<file path="config.mk">
export PLATFORM = sky130hd
export DESIGN_NAME = fir_deconv
export DESIGN_NICKNAME = d
export VERILOG_FILES = /design/src/rtl/fir_deconv.sv
export SDC_FILE = /design/constraint.sdc
export NUM_CORES = 1
export LEC_CHECK = 0
export ABC_AREA = 1
export ABC_CLOCK_PERIOD_IN_PS = 14420
export BUFFER_PORTS_ARGS = -buffer_cell sky130_fd_sc_hd__buf_4
export CORE_MARGIN = 8
export CORE_UTILIZATION = 50
export CTS_BUF_LIST = sky130_fd_sc_hd__clkbuf_8
export CTS_CLUSTER_DIAMETER = 60
export DETAILED_ROUTE_END_ITERATION = 10
export PLACE_DENSITY = 0.66
export SYNTH_ARGS = -nofsm -noshare
export SYNTH_HDL_FRONTEND = slang
export SYNTH_SLANG_ARGS = --single-unit
</file>
<file path="constraint.sdc">
create_clock -name clk -period 14.42 [get_ports clk]
set_clock_uncertainty 0.05 [all_clocks]
set_input_delay 1.442 -clock clk [delete_from_list [all_inputs] [get_ports clk]]
set_output_delay 1.442 -clock clk [all_outputs]
set_load 0.01 [all_outputs]
</file>
<file path="src/rtl/fir_deconv.sv">
// rtl/fir_deconv.sv - inverse of a 3-tap FIR: recovers x[n-1] from y[n] using a serial restoring divider
//
// Ports:
//   clk        single clock, all state changes on its rising edge
//   rst        asynchronous active-high reset
//   y_in       filtered sample to invert (2*width bits, unsigned)
//   y_valid    y_in holds a sample
//   y_ready    block accepts y_in this cycle (high only while idle)
//   w_1..w_3   unsigned forward-filter tap weights, latched on the handshake
//   x_out      recovered sample, held until the next result
//   x_valid    one-cycle pulse marking a new x_out
//   err_div0   latched w_1 was zero for this result
//   err_range  negative residual or quotient wider than width bits
module fir_deconv #(
  parameter int width = 8
) (
  input  logic                 clk,
  input  logic                 rst,
  input  logic [2*width-1:0]   y_in,
  input  logic                 y_valid,
  output logic                 y_ready,
  input  logic [width-1:0]     w_1,
  input  logic [width-1:0]     w_2,
  input  logic [width-1:0]     w_3,
  output logic [width-1:0]     x_out,
  output logic                 x_valid,
  output logic                 err_div0,
  output logic                 err_range
);

  localparam int YW = 2 * width;          // sample / dividend width
  localparam int RW = 2 * width + 2;      // residual width, enough for y - 2*max_product
  localparam int CW = $clog2(2 * width + 1);
  localparam logic [CW-1:0] DIV_LAST = CW'(2 * width - 1);

  typedef enum logic [1:0] {
    IDLE = 2'd0,
    CALC = 2'd1,
    DIV  = 2'd2,
    OUT  = 2'd3
  } state_t;

  state_t           state_q, state_d;
  logic [YW-1:0]    y_q, y_d;
  logic [width-1:0] w1_q, w1_d;
  logic [width-1:0] w2_q, w2_d;
  logic [width-1:0] w3_q, w3_d;
  logic [width-1:0] h1_q, h1_d;
  logic [width-1:0] h2_q, h2_d;
  logic [YW-1:0]    dvd_q, dvd_d;
  logic [width-1:0] rem_q, rem_d;
  logic [YW-1:0]    quo_q, quo_d;
  logic [CW-1:0]    cnt_q, cnt_d;
  logic             pend_div0_q, pend_div0_d;
  logic             pend_range_q, pend_range_d;
  logic [width-1:0] x_out_q, x_out_d;
  logic             x_valid_q, x_valid_d;
  logic             err_div0_q, err_div0_d;
  logic             err_range_q, err_range_d;
  logic             y_ready_q, y_ready_d;

  // Datapath helpers
  logic [YW-1:0]    prod2, prod3;
  logic [RW-1:0]    residual;
  logic             res_bad;
  logic [width:0]   div_sh;
  logic             div_ge;
  logic [width-1:0] div_sub;
  logic [width-1:0] res_x;
  logic             res_div0, res_range;

  always_comb begin
    prod2    = {{width{1'b0}}, w2_q} * {{width{1'b0}}, h1_q};
    prod3    = {{width{1'b0}}, w3_q} * {{width{1'b0}}, h2_q};
    residual = {2'b00, y_q} - {2'b00, prod2} - {2'b00, prod3};
    // A non-negative residual is at most y, so bit YW can only be set
    // together with the sign bit; folding it in keeps the test exact.
    res_bad  = residual[RW-1] | residual[YW];

    // Restoring step: shift in the next dividend bit, subtract if it fits.
    div_sh   = {rem_q, dvd_q[YW-1]};
    div_ge   = (div_sh >= {1'b0, w1_q});
    div_sub  = width'(div_sh - {1'b0, w1_q});

    // Result selection for OUT; div0 outranks the range error.
    res_x     = quo_q[width-1:0];
    res_div0  = 1'b0;
    res_range = 1'b0;
    if (pend_div0_q) begin
      res_x    = '0;
      res_div0 = 1'b1;
    end else if (pend_range_q) begin
      res_x     = '0;
      res_range = 1'b1;
    end else if (|quo_q[YW-1:width]) begin
      res_x     = '1;
      res_range = 1'b1;
    end
  end

  always_comb begin
    state_d      = state_q;
    y_d          = y_q;
    w1_d         = w1_q;
    w2_d         = w2_q;
    w3_d         = w3_q;
    h1_d         = h1_q;
    h2_d         = h2_q;
    dvd_d        = dvd_q;
    rem_d        = rem_q;
    quo_d        = quo_q;
    cnt_d        = cnt_q;
    pend_div0_d  = pend_div0_q;
    pend_range_d = pend_range_q;
    x_out_d      = x_out_q;
    x_valid_d    = 1'b0;
    err_div0_d   = err_div0_q;
    err_range_d  = err_range_q;

    unique case (state_q)
      IDLE: begin
        if (y_valid && y_ready_q) begin
          y_d     = y_in;
          w1_d    = w_1;
          w2_d    = w_2;
          w3_d    = w_3;
          state_d = CALC;
        end
      end
      CALC: begin
        pend_div0_d  = (w1_q == '0);
        pend_range_d = (w1_q != '0) && res_bad;
        dvd_d        = residual[YW-1:0];
        rem_d        = '0;
        quo_d        = '0;
        cnt_d        = '0;
        state_d      = ((w1_q == '0) || res_bad) ? OUT : DIV;
      end
      DIV: begin
        rem_d = div_ge ? div_sub : div_sh[width-1:0];
        quo_d = {quo_q[YW-2:0], div_ge};
        dvd_d = {dvd_q[YW-2:0], 1'b0};
        cnt_d = cnt_q + 1'b1;
        if (cnt_q == DIV_LAST) begin
          state_d = OUT;
        end
      end
      OUT: begin
        x_out_d     = res_x;
        err_div0_d  = res_div0;
        err_range_d = res_range;
        x_valid_d   = 1'b1;
        h2_d        = h1_q;
        h1_d        = res_x;
        state_d     = IDLE;
      end
      default: state_d = IDLE;
    endcase

    y_ready_d = (state_d == IDLE);
  end

  always_ff @(posedge clk or posedge rst) begin
    if (rst) begin
      state_q      <= IDLE;
      y_q          <= '0;
      w1_q         <= '0;
      w2_q         <= '0;
      w3_q         <= '0;
      h1_q         <= '0;
      h2_q         <= '0;
      dvd_q        <= '0;
      rem_q        <= '0;
      quo_q        <= '0;
      cnt_q        <= '0;
      pend_div0_q  <= 1'b0;
      pend_range_q <= 1'b0;
      x_out_q      <= '0;
      x_valid_q    <= 1'b0;
      err_div0_q   <= 1'b0;
      err_range_q  <= 1'b0;
      y_ready_q    <= 1'b1;
    end else begin
      state_q      <= state_d;
      y_q          <= y_d;
      w1_q         <= w1_d;
      w2_q         <= w2_d;
      w3_q         <= w3_d;
      h1_q         <= h1_d;
      h2_q         <= h2_d;
      dvd_q        <= dvd_d;
      rem_q        <= rem_d;
      quo_q        <= quo_d;
      cnt_q        <= cnt_d;
      pend_div0_q  <= pend_div0_d;
      pend_range_q <= pend_range_d;
      x_out_q      <= x_out_d;
      x_valid_q    <= x_valid_d;
      err_div0_q   <= err_div0_d;
      err_range_q  <= err_range_d;
      y_ready_q    <= y_ready_d;
    end
  end

  assign y_ready   = y_ready_q;
  assign x_out     = x_out_q;
  assign x_valid   = x_valid_q;
  assign err_div0  = err_div0_q;
  assign err_range = err_range_q;

endmodule

</file>
==> impl_metrics.env <==
export IMPL_worstPathRequired_ns=14.61
export IMPL_synth_mux_area_share_pct=2.14
export IMPL_stdcell_area_um2=11300
export IMPL_synth_area_leaders="dfrtp_1 26%, fa_1 17%, ha_1 13%"
export IMPL_multi_input_area_um2=6340
export IMPL_drtIter0Drc=493
export IMPL_crit_start="x_out[7]"
export IMPL_synth_edff_count=0
export IMPL_fin_nets=1591
export IMPL_hold_buffers=0
export IMPL_drt_pass1_iter_count=5
export IMPL_cts_resized=0
export IMPL_ys_warnings_count=0
export IMPL_antenna_found_initial=0
export IMPL_synth_adder_area_share_pct=29.4
export IMPL_vias=8193
export IMPL_yosys_top_cells_count="337 x inv_1, 291 x nand2_1, 108 x dfrtp_1, 108 x ha_1, 87 x fa_1"
export IMPL_io_pins=55
export IMPL_synth_fp_nets=1573
export IMPL_avgSynthCellArea_um2=7.89
export IMPL_drc=0
export IMPL_grt_pass1_vias=8468
export IMPL_cts_tree="yes"
export IMPL_globalplace_congestion=0.899
export IMPL_antenna_left=0
export IMPL_cts_max_level=3
export IMPL_finalHoldViolations=0
export IMPL_yosys_area_top_type_share_pct=25.7
export IMPL_fp_row_count=53
export IMPL_min_from="dvd_q[4]"
export IMPL_nFillCells=2036
export IMPL_yosys_area_share_xor_xnor_pct=3.16
export IMPL_hp_class="reg2reg"
export IMPL_cap_viol_max_count=0
export IMPL_dieArea_um2=26000
export IMPL_yosysSeqAreaShare_pct=25.9
export IMPL_utilization_pct=54.4
export IMPL_synth_compound_area_share_pct=9.55
export IMPL_final_max_slew_viol_count=0
export IMPL_drive_gt1_share_pct=8.54
export IMPL_start_kind="register"
export IMPL_synth_area_leader_cell="dfrtp_1"
export IMPL_post_cts_buffers=0
export IMPL_vdd_drop_max_v=0.000104
export IMPL_clk_path_buf_depth=2
export IMPL_path_max_fanout=11
export IMPL_start_util_pct=50.6
export IMPL_crit_arrival_ns=6.16
export IMPL_synth_most_common_cell="inv_1"
export IMPL_grt_max_degree=78
export IMPL_placed_cell_area_um2=11100
export IMPL_synthFlopType="dfrtp_1"
export IMPL_status="complete, no violations"
export IMPL_slew_headroom_pct=34.7
export IMPL_drt_total_wl_um=24100
export IMPL_cts_buffers_inserted=9
export IMPL_synthCells=1335
export IMPL_synthToLayoutAreaGrowth_pct=7.42
export IMPL_setup_tns_ns=0
export IMPL_synth_top_family_by_area="adder cells"
export IMPL_ctsRootBufferMaster="clkbuf_8"
export IMPL_ys_ff_latch=109
export IMPL_ys_types=46
export IMPL_routed_via_density=5.02
export IMPL_worst_pin_slew_ns=0.979
export IMPL_r2r_start="x_out[7]"
export IMPL_core_area_um2=20800
export IMPL_cp_end_kind="register"
export IMPL_io_buffers=54
export IMPL_setup_slack_ns=8.45
export IMPL_fmax_ghz=0.167
export IMPL_insertion_delay_ns=0.40
export IMPL_grt_overflow=0
export IMPL_cts_sinks=109
export IMPL_seq_area_um2=2730
export IMPL_p_leak_nw=6.37
export IMPL_die_y_um=161
export IMPL_hpwl_um=19200
export IMPL_pre_cts_slack_ns=8.53
export IMPL_n_antenna_cell=0
export IMPL_syn_cell_area_um2=10500
export IMPL_die_w_um=161
export IMPL_yosys_area_share_simple_pct=16.0
export IMPL_routedWlPerCell_um=14.8
export IMPL_gr_usage_all_layers_pct=19.8
export IMPL_rsz0062_at_grt="false"
export IMPL_clk_pin_slew_ns=0.12
export IMPL_fin_crit_sh_pct=41.4
export IMPL_crit_type="reg2reg"
export IMPL_async_flop_share_pct=100
export IMPL_power_density_nw_per_um2=219
export IMPL_setup_violations=0
export IMPL_grt_pass1_wl_um=41800
export IMPL_post_route_min_period_ns=5.97
-- logic make-up (layout without fill, tap and decap cells) --
| logic type | Yosys count | count (layout) |
|---|---|---|
| AND/OR/NAND/NOR | 417 | 417 |
| AO/OA/AOI/OAI | 168 | 168 |
| buffers and inverters | 388 | 411 |
| adder cells (fa/ha/maj) | 195 | 195 |
| multiplexers | 20 | 20 |
| flip-flops | 109 | 109 |
| XOR/XNOR | 38 | 38 |
-- layer usage --
layer / track usage [%] / wire [um] / vias up
met2: 32.3 / 11100 / 165
li1: - / - / 4093
met1: 26.8 / 11400 / 3909
met4: 5.30 / 510 / 0
met3: 3.26 / 1100 / 26
met5: 0 / 0 / -
-- report_power, final --
part	switching, mW	internal [mW]	total (mW)
Sequential	0.133	0.419	0.551
Clock	0.127	0.0684	0.196
Combinational	1.08	0.650	1.73
Total	1.34	1.14	2.48
-- cell usage in the layout (no fill, tap or decap), types with 3 or more instances in the layout --
cell type / n
inv_1: 336
nand2_1: 291
ha_1: 108
dfrtp_1: 108
fa_1: 87
a21oi_1: 69
nor2_1: 65
buf_4: 57
nand3_1: 25
o22ai_1: 24
o21ai_0: 22
xor2_1: 21
mux2_2: 20
xnor2_1: 17
nor3_1: 11
nand2_2: 9
clkbuf_8: 9
o211ai_1: 8
o21ai_1: 8
o21bai_1: 8
o221ai_1: 6
a21o_1: 4
nor4_1: 4
o21ai_2: 3
a31oi_1: 3
a21boi_0: 3
nand4_1: 3
-- stage by stage --
step / std cells / hold slack (ns) / total power [mW]
after detailed placement: 1617 / 0.435 / 2.28
after global placement: 1617 / 0.427 / 2.27
after floorplan: 1335 / 0.404 / 1.85
final: 1633 / 0.459 / 2.48
after global routing: 1633 / 0.490 / 2.76
after CTS: 1633 / 0.466 / 2.49
-- worst paths after layout --
check | slack, ns | depth (start not counted) | to
worst max-delay path | 8.45 | 24 | dvd_q[15]
worst min-delay path | 0.46 | 2 | dvd_q[5]
worst max register to register | 8.45 | 24 | dvd_q[15]
worst min register to register | 0.46 | 2 | dvd_q[5]
max in group asynchronous | 11.96 | 3 | y_q[0]
min in group asynchronous | 1.00 | 2 | w2_q[5]
-- worst max-delay path: stages, from the launching register on --
cell	delay (ns)
dfrtp_1	0.64
nand2_1	0.14
fa_1	0.52
fa_1	0.52
fa_1	0.55
inv_1	0.05
fa_1	0.52
inv_1	0.04
ha_1	0.37
nand2_1	0.12
inv_1	0.04
a21oi_1	0.15
nand2_1	0.15
inv_1	0.10
nor2_1	0.04
nor2_1	0.10
xor2_1	0.29
ha_1	0.33
a21oi_1	0.28
nand2_1	0.11
a21oi_1	0.13
nand2_1	0.08
or2_2	0.27
nand3_1	0.07
o221ai_1	0.12
-- state kept, by name (all words and copies together) (netlist names) --
| register | cells |
|---|---|
| pend_range_q | 1 |
| w3_q | 8 |
| x_valid | 1 |
| quo_q | 16 |
| y_q | 16 |
| x_out | 8 |
| state_q | 2 |
| rem_q | 8 |
| y_ready | 1 |
| pend_div0_q | 1 |
| w2_q | 8 |
| cnt_q | 5 |
| w1_q | 8 |
| err_div0 | 1 |
| dvd_q | 16 |
| h2_q | 8 |
| err_range | 1 |
-- area by class of cell --
class,count,share of cell area [%]
Multi-Input combinational cell,838,56.1
Timing Repair Buffer,57,3.78
Clock inverter,7,0.685
Clock buffer,9,1.09
Inverter,338,11.2
Sequential cell,109,24.1
Tap cell,275,3.04
Power figures use the tool's default switching activity.
